$ cat src/rtl/fifo_ctrl_e0.sv
// Pointer and occupancy controller for the main FIFO: turns push/pop requests into
// RAM write/read enables and addresses, and derives full/empty/almost flags and a sticky error.
module fifo_ctrl_e0 #(
  parameter int DATA_SIZE       = 10,
  parameter int MAIN_QUEUE_SIZE = 8
) (
  input  logic                       clk,
  input  logic                       reset,
  input  logic                       push,
  input  logic                       pop,
  input  logic [MAIN_QUEUE_SIZE:0]   almost_full_th,
  input  logic [MAIN_QUEUE_SIZE:0]   almost_empty_th,
  output logic                       write,
  output logic                       read,
  output logic [MAIN_QUEUE_SIZE-1:0] wr_ptr,
  output logic [MAIN_QUEUE_SIZE-1:0] rd_ptr,
  output logic [MAIN_QUEUE_SIZE:0]   fifo_count,
  output logic                       full,
  output logic                       empty,
  output logic                       almost_full,
  output logic                       almost_empty,
  output logic                       error
);

  localparam logic [MAIN_QUEUE_SIZE:0] DEPTH = {1'b1, {MAIN_QUEUE_SIZE{1'b0}}};

  if (DATA_SIZE < 1) begin : g_bad_data_size
    $error("fifo_ctrl_e0: DATA_SIZE must be at least 1");
  end

  logic pop_ok;
  logic push_ok;

  // Flags come from the occupancy alone, so full and empty never alias on equal pointers.
  always_comb begin
    full         = (fifo_count == DEPTH);
    empty        = (fifo_count == '0);
    almost_full  = (fifo_count >= almost_full_th);
    almost_empty = (fifo_count <= almost_empty_th);
    pop_ok       = pop && !empty;
    push_ok      = push && (!full || pop_ok);
    write        = push_ok;
    read         = pop_ok;
  end

  always_ff @(posedge clk or posedge reset) begin
    if (reset) begin
      wr_ptr     <= '0;
      rd_ptr     <= '0;
      fifo_count <= '0;
      error      <= 1'b0;
    end else begin
      if (push_ok) begin
        wr_ptr <= wr_ptr + 1'b1;
      end
      if (pop_ok) begin
        rd_ptr <= rd_ptr + 1'b1;
      end
      if (push_ok && !pop_ok) begin
        fifo_count <= fifo_count + 1'b1;
      end else if (pop_ok && !push_ok) begin
        fifo_count <= fifo_count - 1'b1;
      end
      // Any dropped request latches the error until the next reset.
      if ((push && !push_ok) || (pop && !pop_ok)) begin
        error <= 1'b1;
      end
    end
  end

endmodule

$ cat config.mk
export PLATFORM = sky130hd
export DESIGN_NAME = fifo_ctrl_e0
export DESIGN_NICKNAME = d
export VERILOG_FILES = /design/src/rtl/fifo_ctrl_e0.sv
export SDC_FILE = /design/constraint.sdc
export NUM_CORES = 1
export LEC_CHECK = 0
export CAP_MARGIN = 20
export CORE_MARGIN = 2
export CORE_UTILIZATION = 42
export DETAILED_ROUTE_END_ITERATION = 8
export PLACE_DENSITY = 0.74
export SYNTH_ARGS = -nofsm -noshare
export SYNTH_HDL_FRONTEND = slang
export SYNTH_SLANG_ARGS = --single-unit
$ cat constraint.sdc
create_clock -name clk -period 3 [get_ports clk]
set_input_delay 0.6 -clock clk [delete_from_list [all_inputs] [get_ports clk]]
set_output_delay 0.6 -clock clk [all_outputs]
set_load 0.005 [all_outputs]
==> metrics, run 1 <==
CTS root buf=clkbuf_8; Leakage=approximately 1.4 nW; setup violators final=0; Slew Viols, Final=0; Most used DFF post-synth=dfrtp_1; initial core utilization=44.0%; post-synthesis register bit count=26; post-layout min period=between 2 and 3 ns; share of the synthesized area in the top cell type=about a third; Mean Syn Cell Area=approximately 9.4 um^2; global-route wire length before repair=between 7000 and 8000 um; total CTS buffers=3; Cells after Synth=about 210; Max Fanout on Critical Path=4; vias per cell=slightly above 5; largest net degree at the start of global routing=27; vias=between 1500 and 2000; Worst Path Arrival=slightly above 3 ns; CTS tree=yes; Hold Crit Class=reg -> reg; FILL cells=roughly 390; warnings from Yosys=0; Design Power=approximately 2.6 mW; Data required, critical path=3.17 ns; Critical Path Sink Type=flop; hpwl dp=3530 um; # rows=24; vias in the first global route=1625; Max clock buf depth=2; clock latency on the worst-skew pair=roughly 0.27 ns; share of cells above drive strength 1=16.7%; 1st-iter DRT viols=47; initial antenna violation count=0; post-synth cell types=40; clk sink count=26; sequential element share of the synthesized area=between 30 and 40%; synthesized area=0.00194 mm^2; critical path class=in -> reg; Worst VDD drop=approximately 420 uV; ant diodes=0; IO Count=54; crit share post-route=a little under 100%; DRT Pass-1 Iters=4; die height=about 72 um; most common cell after layout, fill and taps aside=clkdlybuf4s50_1; Core ar.=approximately 0.0044 mm^2; Die X=72.0 um; Power per Cell Area=a little over 900 mW/mm^2; Final Skew=roughly 0.0085 ns; outcome=complete, no violations; Fmax=roughly 350 MHz; Max-Cap Viols=0; Post-route DRC=0; Post-synth ARST share=between 90% and 100%; most frequent cells in the layout=clkdlybuf4s50_1, ha_1, dfrtp_1, buf_4, inv_1; Die Area=~0.0052 mm^2; Min Hold Slack=0.476 ns; gpl congestion=between 0.8 and 0.9; Final #Nets=340; Synth area leaders=dfrtp_1, ha_1, inv_1; syn nets=between 200 and 300; Antenna Violating Nets Remaining=0; cts hold-fix bufs=0; routed len/inst=~13 um; worst slew pin tran=roughly 0.34 ns; Total GRT Usage=17.5%; Post-Route WL=between 4000 and 5000 um; CP Launch Type=primary input; EDFF count, synth=0; normalized max-slew margin=between 70% and 80%; IO buf count=53; final hold viol count=0; fin util=between 60 and 70%; Max H-tree Level=1; Area growth, synth to finish=44.6%; total congestion overflow=0; Reg clk slew, reported paths=about 0.09 ns; cell taking the most area after synthesis=dfrtp_1
cells in the mapped netlist, types with 4 or more instances:
master / n
a21o_1: 4
nor3_1: 7
xor2_1: 9
nand4_1: 5
o21ai_0: 11
nor2_1: 9
dfrtp_1: 26
ha_1: 28
nand2_1: 18
nor4_1: 4
a211oi_1: 4
inv_1: 24
xnor2_1: 10
o21a_1: 5
a21oi_1: 6
report_power, final:
| part | internal [mW] | switching (mW) |
|---|---|---|
| Combinational | 0.915 | 0.720 |
| Sequential | 0.504 | 0.169 |
| Clock | 0.179 | 0.110 |
worst paths after layout:
path | start | slack, ns | endpoint | cells after the start
min in group asynchronous | reset | 0.66 | wr_ptr[3] | 3
min | wr_ptr[7] | 0.48 | wr_ptr[7] | 1
max in group asynchronous | reset | 2.08 | fifo_count[0] | 3
min reg2reg | wr_ptr[7] | 0.48 | wr_ptr[7] | 1
max reg2reg | fifo_count[1] | 0.18 | fifo_count[6] | 11
max | pop | 0.11 | fifo_count[6] | 11
registers in the layout (all words and copies together) (netlist names):
| register | cells |
|---|---|
| fifo_count | 9 |
| error | 1 |
| rd_ptr | 8 |
| wr_ptr | 8 |
worst max-delay path, stage by stage:
cell and delay [ns]:
clkdlybuf4s50_1 0.49, nand2b_1 0.13, o21a_1 0.17, ha_2 0.22, inv_2 0.06, ha_1 0.32
nor2b_2 0.18, o31a_1 0.32, o21a_1 0.19, o21a_1 0.18, o31ai_1 0.21
cells by family after synthesis:
kind of cell,count (synthesis),synth area share [%]
adders and majority gates,29,19.1
and+or+nand+nor,61,16.8
AOI/OAI and AO/OA,43,15.1
DFF,26,33.5
xor gates and xnor gates,19,8.58
buffers and inverters,27,5.61
muxes,2,1.29
layer usage:
layer | vias to the layer above | share of wire (%) | GRT usage (%)
li1 | 899 | - | -
met1 | 804 | 48 | 25.2
met2 | 30 | 47 | 27.3
met3 | 4 | 3.6 | 1.94
met4 | 0 | 1.4 | 6.71
met5 | - | 0 | 0
what timing repair did:
| action | 4_1_cts | 5_1_grt |
|---|---|---|
| resized for setup | 5 | 11 |
| buffers inserted | 0 | 1 |
| pin swaps | 5 | 10 |
| setup endpoints to repair | 2 | 6 |
layout make-up:
| cell class | instances | area [um^2] | share of cell area [%] |
|---|---|---|---|
| multi-input combinational | 154 | 1210 | 43.1 |
| timing repair buffer | 79 | 716 | 25.5 |
| sequential | 26 | 651 | 23.2 |
| inverter | 25 | 93.8 | 3.34 |
| tap | 52 | 65.1 | 2.32 |
| clock buffer | 3 | 41.3 | 1.47 |
| clock inverter | 1 | 30.0 | 1.07 |
metrics by stage:
stage	instance area [um^2]	worst slack, ns	TNS (ns)	std cells
2_1_floorplan	1940	0.0669	0	207
6_report	2810	0.114	0	340
4_1_cts	2790	0.000333	0	339
5_1_grt	2810	-0.00750	-0.00750	340
3_5_place_dp	2710	-0.392	-1.11	335
3_3_place_gp	2710	-0.379	-0.800	335
(Power assumes the default switching activity.)
==> inputs of run 2 (changes only) <==
--- a/config.mk
+++ b/config.mk
@@ -9,6 +9,7 @@
 export CORE_MARGIN = 2
 export CORE_UTILIZATION = 42
 export DETAILED_ROUTE_END_ITERATION = 8
+export HOLD_SLACK_MARGIN = 0.05
 export PLACE_DENSITY = 0.74
 export SYNTH_ARGS = -nofsm -noshare
 export SYNTH_HDL_FRONTEND = slang
==> results of run 2 <==
The final DEF is identical to that of run 1; final timing and power are the same.
